`src/rtl/rf_arb_pkg.sv`:
```
// Shared constants and requester encoding for the register-file write arbiter.
package rf_arb_pkg;

    localparam int DATA_W   = 32;
    localparam int ADDR_W   = 5;
    localparam int NUM_REGS = 32;

    typedef enum logic {
        REQ_WB = 1'b0,
        REQ_MD = 1'b1
    } req_sel_e;

endpackage

```
`src/rtl/rf_scoreboard.sv`:
```
// Pending-write scoreboard for multi-cycle mul/div results: RAW stall and WAW issue gating.
module rf_scoreboard #(
    parameter int ADDR_W = rf_arb_pkg::ADDR_W,
    parameter int NREGS  = rf_arb_pkg::NUM_REGS
) (
    input  logic              i_clk,
    input  logic              i_rst,
    input  logic              i_issue,
    input  logic [ADDR_W-1:0] i_issue_rd,
    input  logic              i_clr_en,
    input  logic [ADDR_W-1:0] i_clr_rd,
    input  logic [ADDR_W-1:0] i_rs,
    input  logic [ADDR_W-1:0] i_rt,
    output logic              o_issue_ready,
    output logic              o_stall
);

    logic [NREGS-1:0] r_pending;
    logic [NREGS-1:0] w_pending_nxt;
    logic             w_set_en;

    assign o_issue_ready = ~r_pending[i_issue_rd];
    assign w_set_en      = i_issue && o_issue_ready;

    // Clear is applied before set so a same-edge set of the same register wins.
    always_comb begin
        w_pending_nxt = r_pending;
        if (i_clr_en) begin
            w_pending_nxt[i_clr_rd] = 1'b0;
        end
        if (w_set_en) begin
            w_pending_nxt[i_issue_rd] = 1'b1;
        end
        w_pending_nxt[0] = 1'b0;
    end

    always_ff @(posedge i_clk) begin
        if (i_rst) begin
            r_pending <= '0;
        end else begin
            r_pending <= w_pending_nxt;
        end
    end

    assign o_stall = ((i_rs != '0) && r_pending[i_rs]) ||
                     ((i_rt != '0) && r_pending[i_rt]);

endmodule

```
`src/rtl/rf_write_arbiter.sv`:
```
// Arbitrates WB and mul/div writes onto one registered register-file write port.
// Define RF_ARB_ROUND_ROBIN_EN for alternating grants on contention; default is fixed WB priority.
module rf_write_arbiter #(
    parameter int DATA_W = rf_arb_pkg::DATA_W,
    parameter int ADDR_W = rf_arb_pkg::ADDR_W
) (
    input  logic              clk,
    input  logic              rst,
    input  logic              wb_req,
    input  logic [ADDR_W-1:0] wb_rd,
    input  logic [DATA_W-1:0] wb_data,
    output logic              wb_gnt,
    input  logic              md_req,
    input  logic [ADDR_W-1:0] md_rd,
    input  logic [DATA_W-1:0] md_data,
    output logic              md_gnt,
    input  logic              md_issue,
    input  logic [ADDR_W-1:0] md_issue_rd,
    output logic              md_issue_ready,
    input  logic [ADDR_W-1:0] rs,
    input  logic [ADDR_W-1:0] rt,
    output logic              stall,
    output logic              reg_write,
    output logic [ADDR_W-1:0] rd,
    output logic [DATA_W-1:0] write_data
);

    import rf_arb_pkg::*;

    req_sel_e          w_sel;
    logic              w_any_gnt;
    logic [ADDR_W-1:0] w_gnt_rd;
    logic [DATA_W-1:0] w_gnt_data;
    logic              r_reg_write;
    logic [ADDR_W-1:0] r_rd;
    logic [DATA_W-1:0] r_wdata;

`ifdef RF_ARB_ROUND_ROBIN_EN
    req_sel_e r_prio;
    req_sel_e w_prio_nxt;

    // Pointer names the side that wins the next contested cycle.
    always_comb begin
        w_sel      = REQ_WB;
        w_prio_nxt = r_prio;
        if (wb_req && md_req) begin
            w_sel      = r_prio;
            w_prio_nxt = (r_prio == REQ_WB) ? REQ_MD : REQ_WB;
        end else if (md_req) begin
            w_sel = REQ_MD;
        end
    end

    always_ff @(posedge clk) begin
        if (rst) begin
            r_prio <= REQ_WB;
        end else begin
            r_prio <= w_prio_nxt;
        end
    end
`else
    always_comb begin
        w_sel = REQ_WB;
        if (md_req && !wb_req) begin
            w_sel = REQ_MD;
        end
    end
`endif

    assign wb_gnt     = !rst && wb_req && (w_sel == REQ_WB);
    assign md_gnt     = !rst && md_req && (w_sel == REQ_MD);
    assign w_any_gnt  = wb_gnt || md_gnt;
    assign w_gnt_rd   = (w_sel == REQ_MD) ? md_rd   : wb_rd;
    assign w_gnt_data = (w_sel == REQ_MD) ? md_data : wb_data;

    always_ff @(posedge clk) begin
        if (rst) begin
            r_reg_write <= 1'b0;
            r_rd        <= '0;
            r_wdata     <= '0;
        end else if (w_any_gnt) begin
            r_reg_write <= (w_gnt_rd != '0);
            r_rd        <= w_gnt_rd;
            r_wdata     <= w_gnt_data;
        end else begin
            r_reg_write <= 1'b0;
        end
    end

    assign reg_write  = r_reg_write;
    assign rd         = r_rd;
    assign write_data = r_wdata;

    rf_scoreboard #(
        .ADDR_W (ADDR_W),
        .NREGS  (1 << ADDR_W)
    ) u_scoreboard (
        .i_clk         (clk),
        .i_rst         (rst),
        .i_issue       (md_issue),
        .i_issue_rd    (md_issue_rd),
        .i_clr_en      (md_gnt),
        .i_clr_rd      (md_rd),
        .i_rs          (rs),
        .i_rt          (rt),
        .o_issue_ready (md_issue_ready),
        .o_stall       (stall)
    );

endmodule

```
`config.mk`:
```
export PLATFORM = sky130hd
export DESIGN_NAME = rf_write_arbiter
export DESIGN_NICKNAME = d
export VERILOG_FILES = /design/src/rtl/rf_arb_pkg.sv /design/src/rtl/rf_scoreboard.sv /design/src/rtl/rf_write_arbiter.sv
export SDC_FILE = /design/constraint.sdc
export NUM_CORES = 1
export LEC_CHECK = 0
export CORE_UTILIZATION = 49
export DETAILED_ROUTE_END_ITERATION = 16
export GPL_ROUTABILITY_DRIVEN = 0
export MAX_ROUTING_LAYER = met4
export PLACE_DENSITY = 0.95
export SLEW_MARGIN = 20
export SYNTH_ARGS = -nofsm -noshare
export SYNTH_HDL_FRONTEND = slang
export SYNTH_SLANG_ARGS = --single-unit
```
`constraint.sdc`:
```
create_clock -name clk -period 4.81 [get_ports clk]
set_input_delay 1.443 -clock clk [delete_from_list [all_inputs] [get_ports clk]]
set_output_delay 1.443 -clock clk [all_outputs]
set_load 0.02 [all_outputs]
```
==> results of run 1 <==
through the flow:
stage               utilization (%)  setup slack [ns]  cells  hold slack, ns
floorplan                         -             0.416    421           0.470
global placement               70.1            -0.595    645           0.513
detailed placement             70.1            -0.702    645           0.531
CTS                            73.2          0.000176    663           0.541
global route                   73.2            0.0351    663           0.569
finish                         73.2            0.0826    663           0.559
worst max-delay path: stages:
cell	delay (ns)
clkdlybuf4s50_1	0.69
mux4_2	0.37
mux4_2	0.45
nand2_1	0.08
nand3_1	0.07
buf_4	0.18
layout make-up:
cell class | instances | area [sq um] | area share (%)
flip-flops and latches | 69 | 1380 | 24.6
repair buffers | 158 | 1560 | 27.7
inverters | 6 | 22.5 | 0.400
well taps | 102 | 128 | 2.27
clock buffers | 9 | 124 | 2.20
multi-input cells | 312 | 2330 | 41.5
clock inverters | 7 | 73.8 | 1.31
flip-flops by register name, summed over array words and instances, names as in the netlist:
name,flops
rd,5
reg_write,1
u_scoreboard.r_pending,31
write_data,32
synthesized netlist by cell type, drive strengths merged (3+ instances only):
| cell type | count |
|---|---|
| nor2 | 80 |
| dfxtp | 69 |
| mux2i | 43 |
| a21oi | 42 |
| o211ai | 27 |
| o21ai | 25 |
| mux4 | 24 |
| clkbuf | 19 |
| buf | 15 |
| nand2 | 12 |
| nand3 | 7 |
| nand3b | 7 |
| inv | 6 |
| nor2b | 4 |
| o41ai | 4 |
| mux2 | 3 |
| nor3 | 3 |
| or3 | 3 |
| or3b | 3 |
cell families (layout without fill, tap and decap cells):
kind of cell           Yosys count  count (layout)  synth area share (%)
buffers and inverters           40             180                  4.50
flip-flops                      69              69                  35.5
multiplexers                    70              70                  26.1
AO/OA/AOI/OAI                  109             109                  17.1
AND/OR/NAND/NOR                133             133                  16.8
power breakdown:
| group | switching [mW] | total [mW] | internal [mW] |
|---|---|---|---|
| sequential | 0.0171 | 0.612 | 0.595 |
| combinational | 0.148 | 0.320 | 0.172 |
| clock | 0.236 | 0.477 | 0.241 |
| total | 0.401 | 1.41 | 1.01 |
worst paths after layout:
kind / startpoint / endpoint / slack (ns)
worst max-delay path: rt[2] / stall / 0.08
worst min-delay path: u_scoreboard.r_pending[8] / u_scoreboard.r_pending[8] / 0.56
worst max register to register: u_scoreboard.r_pending[29] / u_scoreboard.r_pending[14] / 3.02
worst min register to register: u_scoreboard.r_pending[8] / u_scoreboard.r_pending[8] / 0.56
metal layers:
metal	routed length [microns]	global-route usage, %
met1	4630	36.5
met2	6530	54.8
met3	1210	7.54
met4	536	17.7
met5	0	-
what timing repair did:
item / CTS / global route
resized for setup: 13 / 5
endpoints found under the setup margin: 2 / 2
buffers inserted: 1 / 0
cloned: 1 / 0
pin swaps: 2 / 0
==> results.cfg, run 1 <==
[sta]
final.setup.tns_ns = 0
report.final.slew_viol_count = 0
worst_slew_pin_slew_ns = 0.832
rsz0062_at_grt = no
min_period_over_period_pct = 98.3
maxSlewHeadroom_pct = 44.5
finalSetupViolations = 0
fmax_mhz = 212
fin_worst_skew_ns = 0.00995
final_hold_viol_count = 0
fin_crit_ns = 4.73

[routing]
drc = 0
vias_per_cell = 6.17
vias = 4092
ant_nets = 0
routed_wl_mm = 12.9
drt_iter0_markers = 380
wl_per_cell_microns = 19.5
dr.pass1.iters = 5

[power]
power.leakage_nw = 2.17
p_total_mw = 1.41
p_per_area_nw_per_um2 = 251
ir_worst_vdd_v = 0.000211

[synthesis]
synth-main-ff-cell = dfxtp_1
syn_inst = 421
syn-cell-area_sq_um = 3890
synth_edf_count = 0
synth_seq_area_share_pct = 35.5
synth_warnings = 0
yosys.area.top_type = dfxtp_1
synth_top_area_share_pct = 35.5
syn_avg_cell_area_sq_um = 9.24
ys_types = 47
synth_nets = 515
yosys-top-cells-area = dfxtp_1 (35%), mux4_2 (12%), mux2i_1 (11%), nor2_1 (7.7%), a21oi_1 (5.4%)
synthArstFlopShare_pct = 0
synth-seq-cells = 69

[global_routing]
grt_pass1_wl_mm = 20.5
grt_max_degree = 42
grt-ovfl-total = 0
antenna_found_initial = 0
first_global_vias = 4162
grtUsageTotal_pct = 32.9

[clocking]
clockBufferDepth = 2
ctsHoldBuffers = 0
cts_max_level = 3
root_buffer = clkbuf_8
clock-sinks = 69
path_clk_slew_ns = 0.07
cts_tree = built
cts_buffers = 9
clock_latency_ns = 0.36

[place]
hpwl_mm = 9.59
io_buffers = 135
place_area_sq_um = 5390

[cells_and_area]
layout_common_cells = clkdlybuf4s50_1 (126), nor2_1 (80), dfxtp_1 (69), mux2i_1 (42), a21oi_1 (42)
drive_gt1_share_pct = 14.1
num_antenna_cells = 0
stdcell_area_sq_um = 5620
final_common_cell = clkdlybuf4s50_1
fillers = 521
nets = 650
area_growth_pct = 44.5

[worst_setup_path]
start_kind = primary input
path_max_fanout = 8
criticalPathCategory = in -> out
worstPathArrival_ns = 3.28
reg2regPathDepth = 5
cp-end-kind = primary output
required_ns = 3.37

[floorplanning]
boundaryPins = 136
start_util_pct = 50.6
die_x_microns = 91.1
die_h_microns = 91.1
die_area_sq_um = 8300
core_region_area_sq_um = 7690
num_rows = 32

[outcome]
status = finished, final reports clean

[hold_path]
min_path_type = reg -> reg
hold_path_depth = 2

[run]
cap_violations = 0
(Power assumes the default switching activity.)
==> inputs of run 2 (changes only) <==
--- a/config.mk
+++ b/config.mk
@@ -5,6 +5,8 @@
 export SDC_FILE = /design/constraint.sdc
 export NUM_CORES = 1
 export LEC_CHECK = 0
+export CORE_ASPECT_RATIO = 0.9
+export CORE_MARGIN = 4
 export CORE_UTILIZATION = 49
 export DETAILED_ROUTE_END_ITERATION = 16
 export GPL_ROUTABILITY_DRIVEN = 0
==> results.cfg, run 2 (synthesized netlist as in run 1, its figures left out) <==
[outcome]
status = finished, final reports clean

[cells_and_area]
final_common_cell = clkdlybuf4s50_1
largest_reg_flops = 32
num_antenna_cells = 0
drive_gt1_share_pct = 14.2
nets = 652
area_growth_pct = 43.5
layout_common_cells = clkdlybuf4s50_1 (127), nor2_1 (80), dfxtp_1 (69), mux2i_1 (43), a21oi_1 (42)

[routing]
ant_nets = 0
drt_iter0_markers = 393
wl_per_cell_microns = 20.3
routed_wl_mm = 13.3
dr.pass1.iters = 6
vias_per_cell = 6.23
vias = 4104
drc = 0

[sta]
finalSetupViolations = 0
maxSlewHeadroom_pct = 42.2
fmax_mhz = 210
worst_slew_pin_slew_ns = 0.867
final.setup.tns_ns = 0
fin_crit_ns = 4.75
report.final.slew_viol_count = 0
final_hold_viol_count = 0
fin_worst_skew_ns = 0.00574
min_period_over_period_pct = 98.8

[floorplanning]
die_area_sq_um = 9430
boundaryPins = 136
core_region_area_sq_um = 7620
num_rows = 30
die_h_microns = 92.5
die_x_microns = 102
start_util_pct = 51.1

[worst_setup_path]
path_max_fanout = 8
start_kind = primary input
criticalPathCategory = in -> out
required_ns = 3.37
rrSetupSlack_ns = 3.09
worstPathArrival_ns = 3.31
cp-end-kind = primary output

[clocking]
clock_latency_ns = 0.36
clock-sinks = 69
clockBufferDepth = 2
cts_max_level = 3
cts_buffers = 9
path_clk_slew_ns = 0.07
cts_tree = built
root_buffer = clkbuf_8

[power]
ir_worst_vdd_v = 0.000254
p_per_area_nw_per_um2 = 244
power.leakage_nw = 2.17
p_total_mw = 1.36

[global_routing]
grt_max_degree = 77
grt-ovfl-total = 0
grt_pass1_wl_mm = 21.2
first_global_vias = 4240
grtUsageTotal_pct = 29.6
antenna_found_initial = 0

[run]
cap_violations = 0

[hold_path]
min_path_type = reg -> reg

[place]
io_buffers = 135
hpwl_mm = 9.71
[run 2: changes by cell type in the layout (fill, tap and decap cells not counted), sizes merged]
cell           change
clkbuf             +4
buf                +2
bufbuf             -1
bufinv             -1
clkdlybuf4s50      +1
clkinv             -1
dlygate4sd2        -1
inv                -1
[run 2: worst paths after layout]
kind	cells past startpoint	start	to
hold / removal	2	u_scoreboard.r_pending[15]	u_scoreboard.r_pending[15]
hold reg to reg	2	u_scoreboard.r_pending[15]	u_scoreboard.r_pending[15]
setup / recovery	8	rs[2]	stall
setup reg to reg	6	u_scoreboard.r_pending[29]	u_scoreboard.r_pending[30]
[run 2: critical path, stage by stage]
cell and delay [ns]:
clkdlybuf4s50_1 0.48, buf_6 0.15, mux4_2 0.50, nor2b_1 0.14, o41ai_1 0.10, o32ai_1 0.22, nand3_2 0.12, buf_6 0.15
[run 2: cell type report]
cell class / count / area (sq um)
Tap cell: 96 / 120
Sequential cell: 69 / 1380
Timing Repair Buffer: 160 / 1540
Clock inverter: 4 / 22.5
Multi-Input combinational cell: 312 / 2340
Clock buffer: 12 / 155
Inverter: 6 / 22.5
Fill cell: 494 / 2030
[run 2: power by group]
| group | total (mW) | switching, mW | internal [mW] |
|---|---|---|---|
| logic | 0.322 | 0.152 | 0.170 |
| clock network | 0.430 | 0.217 | 0.213 |
| registers | 0.612 | 0.0168 | 0.596 |
| total | 1.36 | 0.386 | 0.978 |
[run 2: through the flow]
| step | worst slack [ns] | cells | instance area (sq um) | utilization [%] | hold slack (ns) |
|---|---|---|---|---|---|
| CTS | -0.00617 | 656 | 5540 | 72.7 | 0.529 |
| global placement | -0.572 | 640 | 5370 | 70.4 | 0.511 |
| floorplan | 0.416 | 421 | 3890 | - | 0.470 |
| global route | -0.0732 | 659 | 5590 | 73.3 | 0.570 |
| finish | 0.0565 | 659 | 5590 | 73.3 | 0.534 |
| detailed placement | -0.621 | 640 | 5370 | 70.4 | 0.520 |
[run 2: what timing repair did]
item	4_1_cts	5_1_grt
pin swaps	0	3
gates resized for setup	9	12
setup endpoints to repair	2	2
hold buffers	0	0
setup buffers	0	3
[run 2: per-layer routing]
metal	GRT usage, %	share of wire (%)	vias up
met5	-	0	-
li1	-	-	1838
met2	47.7	49	272
met3	9.11	12	31
met1	34.7	36	1963
met4	11.1	2.9	0
